[config.mk]
export PLATFORM = sky130hd
export DESIGN_NAME = send_sound_controller
export DESIGN_NICKNAME = d
export VERILOG_FILES = /design/src/rtl/send_sound_controller.sv
export SDC_FILE = /design/constraint.sdc
export NUM_CORES = 1
export LEC_CHECK = 0
export ABC_AREA = 1
export BUFFER_PORTS_ARGS = -buffer_cell sky130_fd_sc_hd__clkbuf_2
export CAP_MARGIN = 10
export CELL_PAD_IN_SITES_DETAIL_PLACEMENT = 0
export CELL_PAD_IN_SITES_GLOBAL_PLACEMENT = 1
export CORE_ASPECT_RATIO = 1.1
export CORE_MARGIN = 3
export CORE_UTILIZATION = 41
export CTS_BUF_LIST = sky130_fd_sc_hd__clkbuf_4
export CTS_CLUSTER_DIAMETER = 60
export DETAILED_ROUTE_END_ITERATION = 6
export GPL_TIMING_DRIVEN = 0
export PLACE_DENSITY_LB_ADDON = 0.08
export SLEW_MARGIN = 20
export SYNTH_ARGS = -nofsm -noshare
export SYNTH_HDL_FRONTEND = slang
export SYNTH_SLANG_ARGS = --single-unit
[constraint.sdc]
create_clock -name FPGA_clock -period 4.3 [get_ports FPGA_clock]
set_clock_uncertainty 0.05 [all_clocks]
set_input_delay 1.29 -clock FPGA_clock [delete_from_list [all_inputs] [get_ports FPGA_clock]]
set_output_delay 1.29 -clock FPGA_clock [all_outputs]
set_load 0.005 [all_outputs]
[src/rtl/send_sound_controller.sv]
// Plays the "whoosh" sample clip when a newline byte is sent over the UART.
// Define SEND_SOUND_FADE_EN to fade out the last 256 samples of the clip.
module send_sound_controller #(
    parameter int DIV          = 9071,
    parameter int ADDR_W       = 12,
    parameter int SAMPLE_COUNT = 4096
) (
    input  logic              FPGA_clock,
    input  logic              reset,
    input  logic [7:0]        text_tx,
    input  logic              text_ready_tx,
    output logic [ADDR_W-1:0] rom_address,
    input  logic [15:0]       rom_data,
    output logic [15:0]       send_audio_output,
    output logic              playing
);

    localparam int DIV_W = $clog2(DIV + 1);
    localparam logic [DIV_W-1:0]  DIV_MAX = DIV_W'(DIV);
    localparam logic [ADDR_W-1:0] LAST    = ADDR_W'(SAMPLE_COUNT - 1);

    typedef enum logic [1:0] {
        IDLE,
        PLAY,
        DRAIN
    } state_t;

    state_t            r_state;
    logic [DIV_W-1:0]  r_div;
    logic [ADDR_W-1:0] r_addr;
    logic              r_pending;
    logic [15:0]       r_out;

    logic        w_trigger;
    logic        w_tick;
    logic [15:0] w_sample;

    assign w_trigger = text_ready_tx && (text_tx == 8'h0A);
    assign w_tick    = (r_div == DIV_MAX);

`ifdef SEND_SOUND_FADE_EN
    // Remaining samples after this one; doubles as the fade ratio in the window.
    logic [31:0]        w_rem;
    logic               w_in_fade;
    logic signed [23:0] w_prod;

    assign w_rem     = 32'(SAMPLE_COUNT - 1) - 32'(r_addr);
    assign w_in_fade = (w_rem < 32'd256);
    assign w_prod    = $signed(rom_data) * $signed({1'b0, w_rem[7:0]});
    assign w_sample  = w_in_fade ? w_prod[23:8] : rom_data;
`else
    assign w_sample = rom_data;
`endif

    always_ff @(posedge FPGA_clock) begin
        if (reset) begin
            r_state   <= IDLE;
            r_div     <= '0;
            r_addr    <= '0;
            r_pending <= 1'b0;
            r_out     <= '0;
        end else begin
            r_div <= w_tick ? '0 : r_div + DIV_W'(1);
            unique case (r_state)
                IDLE: begin
                    r_out <= '0;
                    if (w_trigger) begin
                        r_addr  <= '0;
                        r_div   <= '0;
                        r_state <= PLAY;
                    end
                end
                PLAY: begin
                    if (w_trigger)
                        r_pending <= 1'b1;
                    if (w_tick) begin
                        r_out <= w_sample;
                        if (r_addr == LAST)
                            r_state <= DRAIN;
                        else
                            r_addr <= r_addr + ADDR_W'(1);
                    end
                end
                DRAIN: begin
                    if (w_tick) begin
                        r_out <= '0;
                        // A trigger on the drain tick restarts directly.
                        if (r_pending || w_trigger) begin
                            r_pending <= 1'b0;
                            r_addr    <= '0;
                            r_state   <= PLAY;
                        end else begin
                            r_state <= IDLE;
                        end
                    end else if (w_trigger) begin
                        r_pending <= 1'b1;
                    end
                end
                default: r_state <= IDLE;
            endcase
        end
    end

    assign rom_address       = r_addr;
    assign send_audio_output = r_out;
    assign playing           = (r_state != IDLE);

endmodule

# Word level (Yosys, flattened, before mapping)
# Index checks and enable logic that the tools add are counted.
# totals
register_bits	45
input_bits	27
word_cells	51
# op_classes
addsub	2
n_eq_ne	12
n_mux	22
reduce_logical	10
# ops
op	count
2-to-1 mux 12 bit	5
case mux 16 bit (3 select lines)	1
2-to-1 mux 14 bit	3
case mux 12 bit (3 select lines)	1
2-to-1 mux 16 bit	2
adder 14 x 1 -> 14 bit (second input constant)	1
== test 14 bit (second input constant)	1
adder 12 x 1 -> 12 bit (second input constant)	1
== test 12 bit (second input constant)	1
inequality test 2 bit (second input constant)	6
== test 8 x 4 -> 1 bit (second input constant)	1
2-to-1 mux 2 bit	4
case mux 2 bit (3 select lines)	1
AND reduction 6 bit	1
2-to-1 mux 1 bit	4
AND reduction 4 bit	1
nonzero test 2 bit	2
inequality test 3 bit (second input constant)	1
AND reduction 3 bit	1
nonzero test 3 bit	1
== test 2 x 1 -> 1 bit (second input constant)	1
== test 2 bit (second input constant)	1
logical NOT 2 bit	1
case mux 1 bit (2 select lines)	1
3 further kinds	3

# Longest topological paths before layout
# depth
ltp_word	6
mapped_depth	11
depth_no_buf	11

# Least setup slack after synthesis
# No wires, ideal clock.
# synth_path
path_type	input port to flip-flop
start	input port text_tx[2]
end	register r_addr[9], in the netlist rom_address[9]
setup_time_ps	112
arrival_time_ps	2129
required_time_ps	4138
path_slack_ps	2009
path_stages	11
n_path_buf	1
cell_sequence	inv_1 -> nand2_1 -> nor2_1 -> nand3_1 -> nand2_1 -> nand2_4 -> nor2_8 -> buf_6 -> nand3_1 -> nand2_1 -> nor2_1
# synth_via
elab_chain_len	5
elab_cells_between_ends	6
# synth_lines
item	line	rtl
from (decl)	10	input logic [7:0] text_tx,
== test 8 x 4 -> 1 bit *	38	assign w_trigger = text_ready_tx && (text_tx == 8'h0A);
logical AND 1 bit *	38	
logical OR 1 bit	88	if (r_pending || w_trigger) begin
inequality test 2 bit (no line)	n/a	
AND reduction 6 bit (no line) *	n/a	
to (signal assigned)	81	r_addr <= r_addr + ADDR_W'(1);
to (decl)	30	logic [ADDR_W-1:0] r_addr;
# Every way passes the cells marked *; elsewhere a longest branch is shown, timed or not.
# A chain may end at the register's enable or synchronous reset.

# Worst setup path after layout
# layout_path
start	register r_state[0]
end	output port playing
# layout_via
elab_chain_len	1
# layout_lines
item	line	rtl
from (decl)	28	state_t r_state;
from (signal assigned)	57	r_state <= IDLE;
from (signal assigned)	70	r_state <= PLAY;
from (signal assigned)	79	r_state <= DRAIN;
nonzero test 2 bit	106	assign playing = (r_state != IDLE);
to (decl)	15	output logic playing
# Every way passes these cells.

==> flow_metrics.env <==
export IMPL_via_per_inst=4.714
export IMPL_crit_fanout=6
export IMPL_tritoncts="done"
export IMPL_cpPeakStageDelay_ns=0.48
export IMPL_drv_slew=0
export IMPL_cts_buffer_depth=2
export IMPL_reg2reg_depth=10
export IMPL_hp_start="r_div[0]$_SDFF_PP0_"
export IMPL_cts_sinks=45
export IMPL_critical_path_required_ns=2.96
export IMPL_syn_inst=325
export IMPL_crit_arrival_ns=1.12
export IMPL_layout_commonest_cell="nand2_1"
export IMPL_ctsHoldBuffers=0
export IMPL_crit_chain="nor2_1 > inv_1 > clkbuf_2"
export IMPL_synth_seq_cells=45
export IMPL_fp_dieArea_sq_um=6396
export IMPL_peakVddDrop_v=0.0001589
export IMPL_yosys_warnings=0
export IMPL_setup_violations=0
export IMPL_port_buffers=54
export IMPL_crit_slowest_cell="dfxtp_1"
export IMPL_timing_final_crit_share=0.5730
export IMPL_clkTransAtPathRegs_ns=0.13
export IMPL_status="completed"
export IMPL_vias=2159
export IMPL_cts_setup_buffers=0
export IMPL_htreeDepth=2
export IMPL_rsz0062_at_grt="false"
export IMPL_gr_total_overflow=0
export IMPL_synth_area_per_cell_sq_um=6.903
export IMPL_insertion_delay_ns=0.35
export IMPL_clock_fmax_mhz=405.8
export IMPL_layout_common_cells="90 x nand2_1, 54 x clkbuf_2, 45 x nor2_1, 45 x dfxtp_1, 35 x a21oi_1"
export IMPL_period_minus_slack_ns=2.464
export IMPL_track_usage=0.1683
export IMPL_synth_nets=354
export IMPL_power_leakage_nw=1.153
export IMPL_firstDrtPassIters=4
export IMPL_setup_tns_ns=0
export IMPL_crit_family="flip-flops"
export IMPL_worstHoldEndpoint="r_div[0]$_SDFF_PP0_"
export IMPL_max_slew_margin=0.6899
export IMPL_die_w_microns=76.53
export IMPL_crit_start="r_state[0]$_SDFFE_PP0P_"
export IMPL_grt_pass1_vias=2005
export IMPL_place_detailed_hpwl_mm=3.840
export IMPL_synth_cell_area_sq_um=2243
export IMPL_coreArea_sq_um=5135
export IMPL_antenna_found_initial=0
export IMPL_critPathBufInv=2
export IMPL_synth_distinct_cells=30
export IMPL_detail_route_antenna_nets=0
export IMPL_die_y_microns=83.58
export IMPL_p_per_area_nw_per_um2=264.0
export IMPL_worst_slack_ns=1.836
export IMPL_cts_resized=0
export IMPL_critPathLaunchType="flip-flop"
export IMPL_num_fill_cells=553
export IMPL_synth_yosys_seq_area_share=0.4016
export IMPL_drt_wirelength_per_cell_microns=11.17
export IMPL_endpoint_kind="output port"
export IMPL_synthToLayoutAreaGrowth_pct=19.30
export IMPL_r2r_end="rom_address[10]$_SDFFE_PP0P_"
export IMPL_drive_gt1_frac=0.2176
export IMPL_grt_max_degree=14
export IMPL_r2r_setup_slack_ns=2.41
export IMPL_fin_nets=415
export IMPL_start_util=0.4369
export IMPL_hold_depth=1
export IMPL_root_buffer="clkbuf_4"
export IMPL_grt_pass1_wl_mm=8.970
export IMPL_drtIter0Drc=104
export IMPL_drc=0
export IMPL_max_cap_violations=0
export IMPL_setup_worst_path_class="flip-flop to output port"
export IMPL_worst_slew_pin_slew_ns=0.4651
export IMPL_io_pins=56
export IMPL_fp_row_count=27
export IMPL_hold_path_class="flip-flop to flip-flop"
export IMPL_n_antenna_cell=0
export IMPL_r2r_start="rom_address[0]$_SDFFE_PP0P_"
export IMPL_place_ws_ns=1.682
export IMPL_wirelength_mm=5.117
export IMPL_cts_buffers=5
export IMPL_place_congestion=0.8150
export IMPL_hold_viol_final=0
==> worst max-delay path by stage <==
stage / cells past startpoint / slack [ns] / to
floorplan: 11 / 2.01 / rom_address[9]$_SDFFE_PP0P_
global placement: 12 / 1.69 / rom_address[10]$_SDFFE_PP0P_
detailed placement: 12 / 1.68 / rom_address[9]$_SDFFE_PP0P_
CTS: 3 / 1.81 / playing
global route: 3 / 1.73 / playing
finish: 3 / 1.84 / playing
==> cell families after synthesis <==
kind of cell | count (synthesis) | synth area share
compound gates | 45 | 0.1060
buf+inv | 42 | 0.08421
flops | 45 | 0.4016
simple gates | 185 | 0.3737
xor+xnor | 6 | 0.02343
fa+ha+maj | 2 | 0.01115
==> cell type report <==
class                           instances  area (sq um)  area share
Sequential cell                        45         900.9      0.3366
Buffer                                  9         65.06     0.02431
Multi-Input combinational cell        238          1154      0.4310
Clock buffer                            5         37.54     0.01403
Inverter                               33         123.9     0.04628
Clock inverter                          2         35.03     0.01309
Timing Repair Buffer                   54         270.3      0.1010
Tap cell                               72         90.09     0.03366
==> per-stage QoR <==
| step | cells | power (mW) | util | cell area, sq um | hold WS [ns] |
|---|---|---|---|---|---|
| after floorplan | 325 | 0.4458 | - | 2243 | 0.3632 |
| after global placement | 451 | 0.4608 | 0.5071 | 2604 | 0.3780 |
| after detailed placement | 451 | 0.4614 | 0.5071 | 2604 | 0.3915 |
| after CTS | 458 | 0.7201 | 0.5212 | 2676 | 0.4102 |
| after global routing | 458 | 0.7390 | 0.5212 | 2676 | 0.4375 |
| final | 458 | 0.7066 | 0.5212 | 2676 | 0.4034 |
==> state kept, by name, summed over array words and instances, names as in the netlist <==
register           cells
r_pending              1
r_state                2
r_div                 14
rom_address           12
send_audio_output     16
==> Yosys cell counts (all sizes together) <==
cell type | n | share of area
nor2 | 52 | 0.11
nand4 | 2 | 0.0056
o21bai | 1 | 0.0033
o211ai | 2 | 0.0067
o21ai | 5 | 0.011
nand3 | 26 | 0.062
nand2 | 93 | 0.16
inv | 33 | 0.055
a31oi | 1 | 0.0028
nor3 | 7 | 0.016
and3 | 3 | 0.0084
nor3b | 2 | 0.0067
ha | 2 | 0.011
xnor2 | 3 | 0.012
xor2 | 3 | 0.012
a21oi | 36 | 0.082
dfxtp | 45 | 0.40
buf | 7 | 0.026
clkbuf | 2 | 0.0033
==> metal layers <==
metal  GRT usage  routed length, microns
met5           0                       0
met3     0.03888                     280
met1      0.2313                    2584
met2      0.2598                    2178
met4     0.05437                      73
==> power by group <==
group	switching [mW]	total, mW	internal, mW
Combinational	0.0160	0.0302	0.0142
Sequential	0.00214	0.422	0.420
Clock	0.136	0.255	0.119
Total	0.154	0.707	0.552
Note: power is estimated with default switching activity, not from simulation.
